File: src/rtl/sd_cmd_engine_if.sv
// sd_cmd_engine_if
//   Groups the host request handshake, the serial CMD line pins and the
//   response/status outputs of the SD command engine into one bundle.
//
//   Host request : CmdId[5:0], Arg[31:0], RespType[1:0], Valid -> engine
//                  Ready <- engine
//   CMD line     : CmdOut, CmdOutEn <- engine (pad logic resolves the wire)
//                  CmdIn -> engine (sampled CMD line)
//   Status       : Receiving, Resp[135:0], Done, TimeoutErr, CrcErr <- engine
//
//   modport slave  : the engine side
//   modport master : the host / pad side
interface sd_cmd_engine_if;
  logic [5:0]   CmdId;
  logic [31:0]  Arg;
  logic [1:0]   RespType;
  logic         Valid;
  logic         Ready;
  logic         CmdOut;
  logic         CmdOutEn;
  logic         CmdIn;
  logic         Receiving;
  logic [135:0] Resp;
  logic         Done;
  logic         TimeoutErr;
  logic         CrcErr;

  modport slave (
    input  CmdId, Arg, RespType, Valid, CmdIn,
    output Ready, CmdOut, CmdOutEn, Receiving, Resp, Done, TimeoutErr, CrcErr
  );

  modport master (
    output CmdId, Arg, RespType, Valid, CmdIn,
    input  Ready, CmdOut, CmdOutEn, Receiving, Resp, Done, TimeoutErr, CrcErr
  );
endinterface

File: src/rtl/sd_cmd_engine.sv
// sd_cmd_engine
//   Serial SD CMD-line engine. Accepts one command (index, argument, response
//   type) on Valid&&Ready, shifts out the 48-bit command frame MSB-first with
//   its CRC7, then optionally waits for and captures a 48- or 136-bit
//   response. Done pulses for one cycle at the end of every transaction,
//   after which Ready stays low for NCC_CYCLES cycles.
//
//   Ports:
//     Clk        : clock, one SD bit per rising edge
//     ResetSync  : synchronous active-high reset
//     bus        : sd_cmd_engine_if.slave (request, CMD pins, response/status)
//
//   Parameters:
//     TIMEOUT_CYCLES : cycles allowed between line release and response start bit
//     NCC_CYCLES     : idle cycles after Done before Ready reasserts
//
//   Build option:
//     SD_CMD_CRC_CHECK_EN : when defined, the CRC7 and end bit of R1/R2-style
//                           responses are checked and reported on CrcErr;
//                           otherwise CrcErr is tied low.
//
//   Cycle map (acceptance in cycle N): Send drives frame bits 47..1 in
//   N+1..N+47, Release drives the end bit in N+48, and the line is let go at
//   the edge ending N+48.
module sd_cmd_engine #(
  parameter int TIMEOUT_CYCLES = 64,
  parameter int NCC_CYCLES     = 8
) (
  input logic           Clk,
  input logic           ResetSync,
  sd_cmd_engine_if.slave bus
);

  localparam int WAIT_W = $clog2(TIMEOUT_CYCLES + 1);
  localparam int NCC_W  = $clog2(NCC_CYCLES + 2);
  localparam logic [WAIT_W-1:0] WAIT_LAST  = WAIT_W'(TIMEOUT_CYCLES);
  localparam logic [WAIT_W-1:0] WAIT_FIRST = WAIT_W'(1);
  localparam logic [NCC_W-1:0]  NCC_LAST   = NCC_W'(NCC_CYCLES);

  typedef enum logic [2:0] {
    IDLE,
    SEND,
    RELEASE,
    WAIT_START,
    RECV,
    NCC
  } state_t;

  state_t             state_reg;
  logic               ready_reg;
  logic               cmd_out_reg;
  logic               cmd_out_en_reg;
  logic               receiving_reg;
  logic               done_reg;
  logic               timeout_err_reg;
  logic [135:0]       resp_reg;
  logic [1:0]         resp_type_reg;
  logic [38:0]        tx_shift_reg;   // frame bits 46..8, next bit in [38]
  logic [6:0]         tx_crc_reg;
  logic [5:0]         tx_idx_reg;     // index of the frame bit on the wire
  logic [WAIT_W-1:0]  wait_cnt_reg;
  logic [7:0]         rx_cnt_reg;     // number of response bits already sampled
  logic [NCC_W-1:0]   ncc_cnt_reg;
`ifdef SD_CMD_CRC_CHECK_EN
  logic [6:0]         rx_crc_reg;
  logic               crc_err_reg;
`endif

  // Serial CRC7 step, polynomial x^7 + x^3 + 1.
  function automatic logic [6:0] crc7_step(input logic [6:0] crc, input logic din);
    logic fb;
    fb = din ^ crc[6];
    return {crc[5:0], 1'b0} ^ {3'b000, fb, 2'b00, fb};
  endfunction

  // Index of the final response bit: 136-bit frame for RespType 10, else 48.
  logic [7:0] rx_last;
  assign rx_last = (resp_type_reg == 2'b10) ? 8'd135 : 8'd47;

`ifdef SD_CMD_CRC_CHECK_EN
  // Long responses cover frame bits 127..8 (skip start/tx/reserved byte);
  // short responses cover frame bits 47..8.
  logic rx_crc_window;
  assign rx_crc_window = (resp_type_reg == 2'b10) ?
                         ((rx_cnt_reg >= 8'd8) && (rx_cnt_reg <= 8'd127)) :
                         (rx_cnt_reg <= 8'd39);
`endif

  always_ff @(posedge Clk) begin
    if (ResetSync) begin
      state_reg       <= IDLE;
      ready_reg       <= 1'b1;
      cmd_out_reg     <= 1'b1;
      cmd_out_en_reg  <= 1'b0;
      receiving_reg   <= 1'b0;
      done_reg        <= 1'b0;
      timeout_err_reg <= 1'b0;
      resp_reg        <= '0;
      resp_type_reg   <= 2'b00;
      tx_shift_reg    <= '0;
      tx_crc_reg      <= '0;
      tx_idx_reg      <= '0;
      wait_cnt_reg    <= '0;
      rx_cnt_reg      <= '0;
      ncc_cnt_reg     <= '0;
`ifdef SD_CMD_CRC_CHECK_EN
      rx_crc_reg      <= '0;
      crc_err_reg     <= 1'b0;
`endif
    end else begin
      done_reg <= 1'b0;
      case (state_reg)
        IDLE: begin
          if (bus.Valid && ready_reg) begin
            resp_type_reg   <= bus.RespType;
            tx_shift_reg    <= {1'b1, bus.CmdId, bus.Arg};
            // Start bit (0) goes out now; with a zero seed it leaves CRC at 0.
            tx_crc_reg      <= '0;
            tx_idx_reg      <= '0;
            cmd_out_reg     <= 1'b0;
            cmd_out_en_reg  <= 1'b1;
            ready_reg       <= 1'b0;
            timeout_err_reg <= 1'b0;
`ifdef SD_CMD_CRC_CHECK_EN
            crc_err_reg     <= 1'b0;
`endif
            state_reg       <= SEND;
          end
        end

        SEND: begin
          tx_idx_reg <= tx_idx_reg + 6'd1;
          if (tx_idx_reg < 6'd39) begin
            // next bit is one of frame bits 46..8: payload, folded into CRC
            cmd_out_reg  <= tx_shift_reg[38];
            tx_crc_reg   <= crc7_step(tx_crc_reg, tx_shift_reg[38]);
            tx_shift_reg <= {tx_shift_reg[37:0], 1'b0};
          end else if (tx_idx_reg < 6'd46) begin
            // next bit is one of the seven CRC bits
            cmd_out_reg <= tx_crc_reg[6];
            tx_crc_reg  <= {tx_crc_reg[5:0], 1'b0};
          end else begin
            cmd_out_reg <= 1'b1;   // end bit
            state_reg   <= RELEASE;
          end
        end

        RELEASE: begin
          cmd_out_reg    <= 1'b1;
          cmd_out_en_reg <= 1'b0;
          if (resp_type_reg == 2'b00) begin
            done_reg    <= 1'b1;
            ncc_cnt_reg <= '0;
            state_reg   <= NCC;
          end else begin
            receiving_reg <= 1'b1;
            wait_cnt_reg  <= WAIT_FIRST;
            state_reg     <= WAIT_START;
          end
        end

        WAIT_START: begin
          if (!bus.CmdIn) begin
            // Start bit is a 0, so the cleared register already holds it in bit 0.
            resp_reg   <= '0;
            rx_cnt_reg <= 8'd1;
`ifdef SD_CMD_CRC_CHECK_EN
            rx_crc_reg <= '0;
`endif
            state_reg  <= RECV;
          end else if (wait_cnt_reg == WAIT_LAST) begin
            done_reg        <= 1'b1;
            timeout_err_reg <= 1'b1;
            receiving_reg   <= 1'b0;
            ncc_cnt_reg     <= '0;
            state_reg       <= NCC;
          end else begin
            wait_cnt_reg <= wait_cnt_reg + 1'b1;
          end
        end

        RECV: begin
          resp_reg   <= {resp_reg[134:0], bus.CmdIn};
          rx_cnt_reg <= rx_cnt_reg + 8'd1;
`ifdef SD_CMD_CRC_CHECK_EN
          if (rx_crc_window) begin
            rx_crc_reg <= crc7_step(rx_crc_reg, bus.CmdIn);
          end
`endif
          if (rx_cnt_reg == rx_last) begin
            done_reg      <= 1'b1;
            receiving_reg <= 1'b0;
            ncc_cnt_reg   <= '0;
            state_reg     <= NCC;
`ifdef SD_CMD_CRC_CHECK_EN
            // resp_reg[6:0] holds the received CRC, CmdIn is the end bit.
            crc_err_reg <= (resp_type_reg != 2'b11) &&
                           ((resp_reg[6:0] != rx_crc_reg) || !bus.CmdIn);
`endif
          end
        end

        NCC: begin
          // Entered in the Done cycle; stays NCC_CYCLES more cycles.
          if (ncc_cnt_reg == NCC_LAST) begin
            ready_reg <= 1'b1;
            state_reg <= IDLE;
          end else begin
            ncc_cnt_reg <= ncc_cnt_reg + 1'b1;
          end
        end

        default: begin
          state_reg <= IDLE;
        end
      endcase
    end
  end

  assign bus.Ready      = ready_reg;
  assign bus.CmdOut     = cmd_out_reg;
  assign bus.CmdOutEn   = cmd_out_en_reg;
  assign bus.Receiving  = receiving_reg;
  assign bus.Resp       = resp_reg;
  assign bus.Done       = done_reg;
  assign bus.TimeoutErr = timeout_err_reg;
`ifdef SD_CMD_CRC_CHECK_EN
  assign bus.CrcErr     = crc_err_reg;
`else
  assign bus.CrcErr     = 1'b0;
`endif

endmodule

File: src/flat_wrapper.sv
// flat-port wrapper written by rule: the top's interface ports become plain ports
module sd_cmd_engine_flat 
#(
  parameter int TIMEOUT_CYCLES = 64,
  parameter int NCC_CYCLES     = 8
)
  (Clk, ResetSync, bus_CmdId, bus_Arg, bus_RespType, bus_Valid, bus_CmdIn, bus_Ready, bus_CmdOut, bus_CmdOutEn, bus_Receiving, bus_Resp, bus_Done, bus_TimeoutErr, bus_CrcErr);
  sd_cmd_engine_if bus_i ();
  input logic Clk;
  input logic ResetSync;
  input wire logic [$bits(bus_i.CmdId)-1:0] bus_CmdId;
  input wire logic [$bits(bus_i.Arg)-1:0] bus_Arg;
  input wire logic [$bits(bus_i.RespType)-1:0] bus_RespType;
  input wire logic [$bits(bus_i.Valid)-1:0] bus_Valid;
  input wire logic [$bits(bus_i.CmdIn)-1:0] bus_CmdIn;
  output wire logic [$bits(bus_i.Ready)-1:0] bus_Ready;
  output wire logic [$bits(bus_i.CmdOut)-1:0] bus_CmdOut;
  output wire logic [$bits(bus_i.CmdOutEn)-1:0] bus_CmdOutEn;
  output wire logic [$bits(bus_i.Receiving)-1:0] bus_Receiving;
  output wire logic [$bits(bus_i.Resp)-1:0] bus_Resp;
  output wire logic [$bits(bus_i.Done)-1:0] bus_Done;
  output wire logic [$bits(bus_i.TimeoutErr)-1:0] bus_TimeoutErr;
  output wire logic [$bits(bus_i.CrcErr)-1:0] bus_CrcErr;
  assign bus_i.CmdId = bus_CmdId;
  assign bus_i.Arg = bus_Arg;
  assign bus_i.RespType = bus_RespType;
  assign bus_i.Valid = bus_Valid;
  assign bus_i.CmdIn = bus_CmdIn;
  assign bus_Ready = bus_i.Ready;
  assign bus_CmdOut = bus_i.CmdOut;
  assign bus_CmdOutEn = bus_i.CmdOutEn;
  assign bus_Receiving = bus_i.Receiving;
  assign bus_Resp = bus_i.Resp;
  assign bus_Done = bus_i.Done;
  assign bus_TimeoutErr = bus_i.TimeoutErr;
  assign bus_CrcErr = bus_i.CrcErr;
  sd_cmd_engine #(.TIMEOUT_CYCLES(TIMEOUT_CYCLES), .NCC_CYCLES(NCC_CYCLES)) u_core (.Clk(Clk), .ResetSync(ResetSync), .bus(bus_i));
endmodule
File: config.mk
export PLATFORM = sky130hd
export DESIGN_NAME = sd_cmd_engine_flat
export DESIGN_NICKNAME = d
export VERILOG_FILES = /design/src/rtl/sd_cmd_engine_if.sv /design/src/rtl/sd_cmd_engine.sv /design/src/flat_wrapper.sv
export SDC_FILE = /design/constraint.sdc
export NUM_CORES = 1
export LEC_CHECK = 0
export CORE_MARGIN = 3
export CORE_UTILIZATION = 44
export CTS_CLUSTER_SIZE = 16
export DETAILED_ROUTE_END_ITERATION = 12
export GPL_ROUTABILITY_DRIVEN = 0
export PLACE_DENSITY_LB_ADDON = 0.3
export SLEW_MARGIN = 20
export SYNTH_ARGS = -nofsm -noshare
export SYNTH_HDL_FRONTEND = slang
export SYNTH_SLANG_ARGS = --single-unit
File: constraint.sdc
create_clock -name Clk -period 2.87 [get_ports Clk]
set_clock_uncertainty 0.2 [all_clocks]
set_input_delay 0.287 -clock Clk [delete_from_list [all_inputs] [get_ports Clk]]
set_output_delay 0.287 -clock Clk [all_outputs]
set_load 0.1 [all_outputs]
# Word level (Yosys, flattened, before mapping)
# Cells that the tools add are included.
# totals
inputBits,44
out_inout_bits,143
ramBits,0
latchBits,0
regBits,218
memories,0
rom_bits,0
word_cells,126
# classes
mux,54
div,0
reduce_logical,25
n_lt_le_gt_ge,2
n_eq_ne,24
shift,0
bitwise_logic,2
add_sub_neg,4
multipliers,0
# ops
operator,n
one-hot mux 136 bit (2 select lines),1
two-way mux 136 bit,1
two-way mux 39 bit,2
one-hot mux 39 bit (2 select lines),1
two-way mux 7 bit,6
one-hot mux 7 bit (2 select lines),2
two-way mux 3 bit,8
two-way mux 4 bit,5
one-hot mux 3 bit (6 select lines),1
two-way mux 8 bit,2
one-hot mux 4 bit (4 select lines),1
one-hot mux 8 bit (2 select lines),1
two-way mux 1 bit,15
!= test 2 bit (second input constant),7
< comparator 6 bit (second input constant),2
!= test 2 x 1 -> 1 bit (second input constant),6
one-hot mux 6 bit (2 select lines),1
AND reduction 6 bit,2
nonzero test 2 bit,6
AND reduction 2 bit,5
one-hot mux 1 bit (3 select lines),3
AND reduction 3 bit,3
adder 8 x 1 -> 8 bit (second input constant),1
equality test 8 bit,1
22 further kinds,28

# Depth between registers and ports, before layout
# depth
word_depth,5
mapped_depth,9
mapped_depth_nobuf,7

# Least setup slack after synthesis
# Ideal clock, no wire load.
# synth_timing
path_kind,flip-flop to flip-flop
startpoint,"reg u_core.ready_reg, in the netlist u_core.bus.Ready"
endpoint,reg u_core.tx_shift_reg[27]
stages_incl_launch_ff,8
period_less_slack_ns,2.500
setup_time_ns,0.088
arrival_time_ns,2.211
slack_ns,0.370
t_required_ns,2.582
n_path_buf,2
path_cell_list,dfxtp_1 -> nand2_1 -> a211o_1 -> a21oi_4 -> buf_6 -> buf_6 -> nor2_1 -> a311oi_2
# synth_between
elab_chain_len,3
# synth_lines
item,line,text
from (decl),sd_cmd_engine.sv:50,logic ready_reg;
from (signal assigned),sd_cmd_engine.sv:92,ready_reg <= 1'b1;
from (signal assigned),sd_cmd_engine.sv:122,ready_reg <= 1'b0;
from (signal assigned),sd_cmd_engine.sv:206,ready_reg <= 1'b1;
logical AND 1 bit,sd_cmd_engine.sv:114,if (bus.Valid && ready_reg) begin
!= test 2 x 1 -> 1 bit (no source line),n/a,
AND reduction 3 bit (no source line),n/a,
to (signal assigned),sd_cmd_engine.sv:116,"tx_shift_reg <= {1'b1, bus.CmdId, bus.Arg};"
to (signal assigned),sd_cmd_engine.sv:137,"tx_shift_reg <= {tx_shift_reg[37:0], 1'b0};"
to (decl),sd_cmd_engine.sv:58,logic [38:0] tx_shift_reg;
# Every way passes these cells.
# A chain may end at the register's enable or synchronous reset.

# Final worst setup path
# layout_timing
startpoint,reg u_core.state_reg[0]
endpoint,reg u_core.tx_shift_reg[11]
# layout_between
elab_chain_len,3
elab_cells_between_ends,7
classes_between,eq/ne (3); mux (1); reduce/logical (3)
# layout_lines
item,line,text
from (decl),sd_cmd_engine.sv:49,state_t state_reg;
from (signal assigned),sd_cmd_engine.sv:91,state_reg <= IDLE;
from (signal assigned),sd_cmd_engine.sv:127,state_reg <= SEND;
from (signal assigned),sd_cmd_engine.sv:144,state_reg <= RELEASE;
equality test 3 x 1 -> 1 bit or logical NOT 3 bit (tied branches),sd_cmd_engine.sv:112,case (state_reg)
!= test 2 x 1 -> 1 bit (no source line) or nonzero test 2 bit (tied branches),n/a,
AND reduction 3 bit (no source line),n/a,
# Several ways; a longest one is shown, not always the timed one.

==> flow_summary.yaml <==
routing:
  ant_nets: 0
  wl_per_cell_microns: 15.3
  dr_total_vias: 7399
  drc: 0
  drt_pass1_iterations: 5
  drt_iter0_markers: 531
  vias_per_cell: 5.52
  totalWireLength_mm: 20.5
synthesis:
  synth_warnings: 0
  synth-async-reset-ratio: 0
  ys_ff_latch: 218
  netlist.area_leader.share: 0.518
  ys.flop_type: "dfxtp_1"
  synth-edff-count: 0
  synthesis.area_sq_mm: 0.00842
  yosys.area.top_type: "dfxtp_1"
  syn_area_per_cell_sq_um: 8.91
  netlist_instances: 945
  synth.distinct_cells: 58
  syn_nets: 995
  synth.area.top_cells: "dfxtp_1 52%, a22oi_1 12%, nor2_1 9.0%"
  synth.yosys.seq_area_share: 0.518
timing:
  final.setup.worst_slack_ps: 450
  fin_crit_sh: 0.843
  worst_pin_slew_ps: 776
  relSlewSlack: 0.478
  fmax_ghz: 0.413
  rsz0062_at_grt: "no"
  setup_viol: 0
  slew_viol_final: 0
  finalSetupTns_ps: 0
  period_needed_ps: 2420
  final_hold_viol_count: 0
setup_path:
  cp_max_fo: 41
  worst-path-buf-inv: 2
  crit_start: "u_core.state_reg[0]"
  r2r-start: "u_core.state_reg[0]"
  slowest_stage: "dfxtp_1"
  reg2reg_slack_ps: 450
  r2r_cells: 5
  crit_end: "u_core.tx_shift_reg[11]"
  r2r_end: "u_core.tx_shift_reg[11]"
  worst-path-stages: 5
  setup.worst_path.start_class: "flip-flop"
  crit_type: "flip-flop to flip-flop"
  end_kind: "flip-flop"
  crit_required_ps: 3080
  cp_slowest_stage_delay_ps: 560
  cp_data_arrival_time_ps: 2630
  cpLargestDelayFamily: "buffers and inverters"
  cp_cell_sequence: "inv_1, nor3_4, buf_4, nand2_1, a311oi_1"
clock_network:
  holdBufCountCts: 0
  cts_max_level: 1
  cts-root-buf: "clkbuf_16"
  cts_made_buffers: 24
  cts_tree: "yes"
  clock_path_buffers: 3
  clk_latency_ps: 500
  post_cts_buffers: 0
  cts.clk_slew.worst_paths_ps: 60
  cts_resized: 0
  cts.sinks: 218
cells_and_area:
  antenna_cells: 0
  syn_to_final_growth_pct: 28.8
  layout-drive-gt1-share: 0.198
  final_area_sq_mm: 0.0108
  fin_nets: 1145
  largest_reg_flops: 136
  final_util: 0.589
die:
  fp.coreArea_sq_mm: 0.0184
  ios: 187
  fp.dieW_microns: 144
  rows: 49
  fp.dieH_microns: 144
  die_area_sq_mm: 0.0208
  start_util: 0.458
hold_path:
  hp-class: "input pin to flip-flop"
global_routing:
  grt_pass1_vias: 6716
  grt_usage: 0.187
  grtUsageMet3: 0.0595
  grt_util_met2: 0.289
  gr-total-overflow: 0
  grt_max_degree: 94
  grt_pass1_wl_mm: 33.4
  grt_busiest_layer: "met2"
  grt_antenna_before_repair: 0
  use_met1: 0.262
placement:
  placed_cell_area_sq_mm: 0.0101
  post-place-ws_ps: 445
  io_buffers: 185
  dp_hpwl_mm: 12.9
power_and_ir_drop:
  power_mw: 7.28
  power.density_mw_per_mm2: 672
  power_leakage_nw: 4.26
  peakVddDrop_mv: 0.444
job:
  drv_cap: 0
run_status:
  status: "finished clean"
==> cells in the mapped netlist, drive strengths merged, types with 6 or more instances <==
cell	instances
dfxtp	218
nor2	201
a22oi	138
nand2	103
buf	41
clkbuf	40
a311oi	37
a21oi	35
nand3	16
o21ai	12
inv	8
nor3	7
and3	6
ha	6
==> power by group <==
| part | switching (mW) | internal (mW) |
|---|---|---|
| clock network | 1.19 | 1.71 |
| logic | 0.698 | 0.371 |
| registers | 0.118 | 3.19 |
==> per-layer routing <==
| layer | routed length (microns) | vias up | share of wire |
|---|---|---|---|
| met5 | 0 | - | 0 |
| met4 | 227 | 0 | 0.011 |
| met3 | 1680 | 18 | 0.082 |
| met2 | 9180 | 196 | 0.45 |
| met1 | 9370 | 3515 | 0.46 |
| li1 | - | 3670 | - |
==> logic make-up after synthesis <==
logic type,after synthesis,share of synthesized area
buf+inv,89,0.0484
xor+xnor,5,0.00520
other cells,1,0.000445
fa+ha+maj,6,0.00892
flops,218,0.518
compound gates,257,0.232
mux,2,0.00267
simple gates,367,0.184
==> stage by stage <==
step	std cells	hold slack (ps)
after floorplan	945	223
after global placement	1298	241
after detailed placement	1298	245
after CTS	1340	34.4
after global routing	1340	54.6
final	1340	38.4
==> how the worst min path moves through the flow <==
stage	from	endpoint	slack (ps)	cells past startpoint
after detailed placement	u_core.tx_crc_reg[5]	u_core.tx_crc_reg[5]	250	2
final	ResetSync	u_core.state_reg[1]	40	2
after global routing	ResetSync	u_core.state_reg[2]	50	2
after CTS	ResetSync	u_core.rx_cnt_reg[0]	30	2
after global placement	u_core.tx_crc_reg[4]	u_core.tx_crc_reg[4]	240	2
after floorplan	bus_RespType[1]	u_core.resp_type_reg[1]	220	2
==> cells in the final DEF, fill, tap and decap left out, types with 4 or more instances in the layout <==
cell type        count
buf_4              154
nand4_1              4
nor3_1               6
a22oi_1            138
nand3b_1             4
nand3_1             16
and3_1               6
ha_1                 6
clkdlybuf4s50_1     42
o211ai_1             4
clkinv_2             6
a311oi_1            27
nand2_1            103
a21oi_1             33
inv_1                8
o21ai_0             12
xor2_1               4
dfxtp_1            218
o21a_1               4
nor2_1             201
and2_1               4
clkbuf_1             5
or3_1                4
clkbuf_16           24
a31oi_1              4
buf_12               8
a311oi_2            10
==> area by class of cell <==
cell class | count | area [sq um]
fillers | 1640 | 7550
flip-flops and latches | 218 | 4360
multi-input cells | 638 | 3660
repair buffers | 205 | 1750
clock buffers | 32 | 661
well taps | 229 | 287
clock inverters | 10 | 91.3
inverters | 8 | 30.0
Note: power is estimated with default switching activity, not from simulation.
==> edit (same flow settings) <==
The option `SD_CMD_CRC_CHECK_EN` is turned on by a define.
--- a/src/rtl/sd_cmd_engine.sv
+++ b/src/rtl/sd_cmd_engine.sv
@@ -24,2 +24,4 @@
 //   the edge ending N+48.
+`define SD_CMD_CRC_CHECK_EN
+
 module sd_cmd_engine #(
Formal check against the unedited RTL: no difference found for any inputs over 10 cycles, from zero or initial values and one cycle with ResetSync high; that may be too few to reach the edited logic, so the function may still have changed.
==> edit against the unedited design <==
- design area grew 4.1%
- setup slack improved by 0.097 ns
- area after synthesis increased by 4.4%
- sequential power is 4% higher
- sequential cell count up 8
- count of clock-buffer cells in the layout grew 1
- wire length up 4.2%
- total power rose by 4.2%
- synthesized cell count is 4.2% higher
- die area grew 4.2%
- sequential share of layout area shrank 0.17 points
- critical endpoint is now u_core.rx_crc_reg[3]$_SDFFE_PP0P_
==> edit: results (changes against the unedited design) <==
Fillers 1797 (+9.6%); vias in the first global route 7058 (+5.1%); Non-clock buffers, area share 15.33% (-0.79 points); R2R setup slack 0.55 ns (+0.10 ns); Vias per Instance 5.422 (-1.8%); sequential cell area 0.004524 mm² (+3.7%); met3 wire length 1684 µm (+0.24%); Slew headroom 51.83% (+4.1 points); post-synthesis sequential area ratio 51.48% (-0.35 points); outcome completed; Post-Place Cells 1370 (+5.5%); worst r2r src u_core.state_reg[2]$_SDFFE_PP0P_; Setup WS pre-CTS 0.5663 ns (+0.1214 ns); met2 WL 9695 µm (+5.6%); Util after Layout 57.80% (-1.1 points); Post-Syn Nets 1036 (+4.1%); share of layout cells above drive strength 1 18.85% (-0.95 points); Routed WL 21310 µm (+4.2%); TAP cells 265 (+16%); grt met3 use 6.169% (+0.22 points); post-synthesis mux area share 0.9112% (+0.64 points); Leak 4.381 nW (+2.9%); total track usage 18.75% (+0.060 points); Yosys reg bits 226 (+3.7%); clock network area share 6.851% (-0.086 points); worst r2r dst u_core.rx_crc_reg[3]$_SDFFE_PP0P_; Hold Crit Endpoint u_core.resp_type_reg[0]$_SDFFE_PP0P_; hold slack 0.1442 ns (+0.1058 ns); Worst Path Arrival 2.56 ns (-0.07 ns); GR Util met1 25.79% (-0.39 points); Nets 1183 (+3.3%); Max IR drop VDD 0.0004723 V (+6.3%); grt met2 use 29.22% (+0.32 points); Netlist cell types 63 (+8.6%); DRT met1 WL 9589 µm (+2.4%); min-delay src bus_RespType[0]; Synth top cells by count dfxtp_1, nor2_1, a22oi_1; first-pass GRT wire length 35310 µm (+5.6%); number of non-clock buffers 204 (-0.49%); Multi-In Gates 668 (+4.7%); Clock Buffer Count 33 (+3.1%); 1st-iter DRT viols 484 (-8.9%); Area after DPL 0.01050 mm² (+4.1%); complex-gate fraction of the synthesized area 22.67% (-0.55 points); post-DP HPWL 13680 µm (+5.9%); Final min period 2.323 ns (-0.09712 ns)
==> edit: kinds of logic (layout without fill, tap and decap cells) <==
| logic type | Yosys count | after routing |
|---|---|---|
| fa+ha+maj | 7 | 7 |
| buf+inv | 91 | 252 |
| mux | 7 | 7 |
| compound gates | 266 | 266 |
| xor+xnor | 18 | 18 |
| simple gates | 370 | 370 |
| flops | 226 | 226 |
==> edit: power by group through the flow <==
stage / combinational (mW) / clock, mW / sequential (mW)
floorplan: 0.777 / 0 / 3.54
global placement: 1.09 / 0 / 3.50
detailed placement: 1.10 / 0 / 3.50
CTS: 1.11 / 3.13 / 3.44
global route: 1.24 / 3.25 / 3.46
finish: 1.10 / 3.05 / 3.44
==> edit: repair_timing <==
action	4_1_cts	5_1_grt
hold buffers	1	0
hold endpoints to repair	19	0
gates resized for setup	0	0
setup endpoints to repair	0	0
setup buffers	0	0
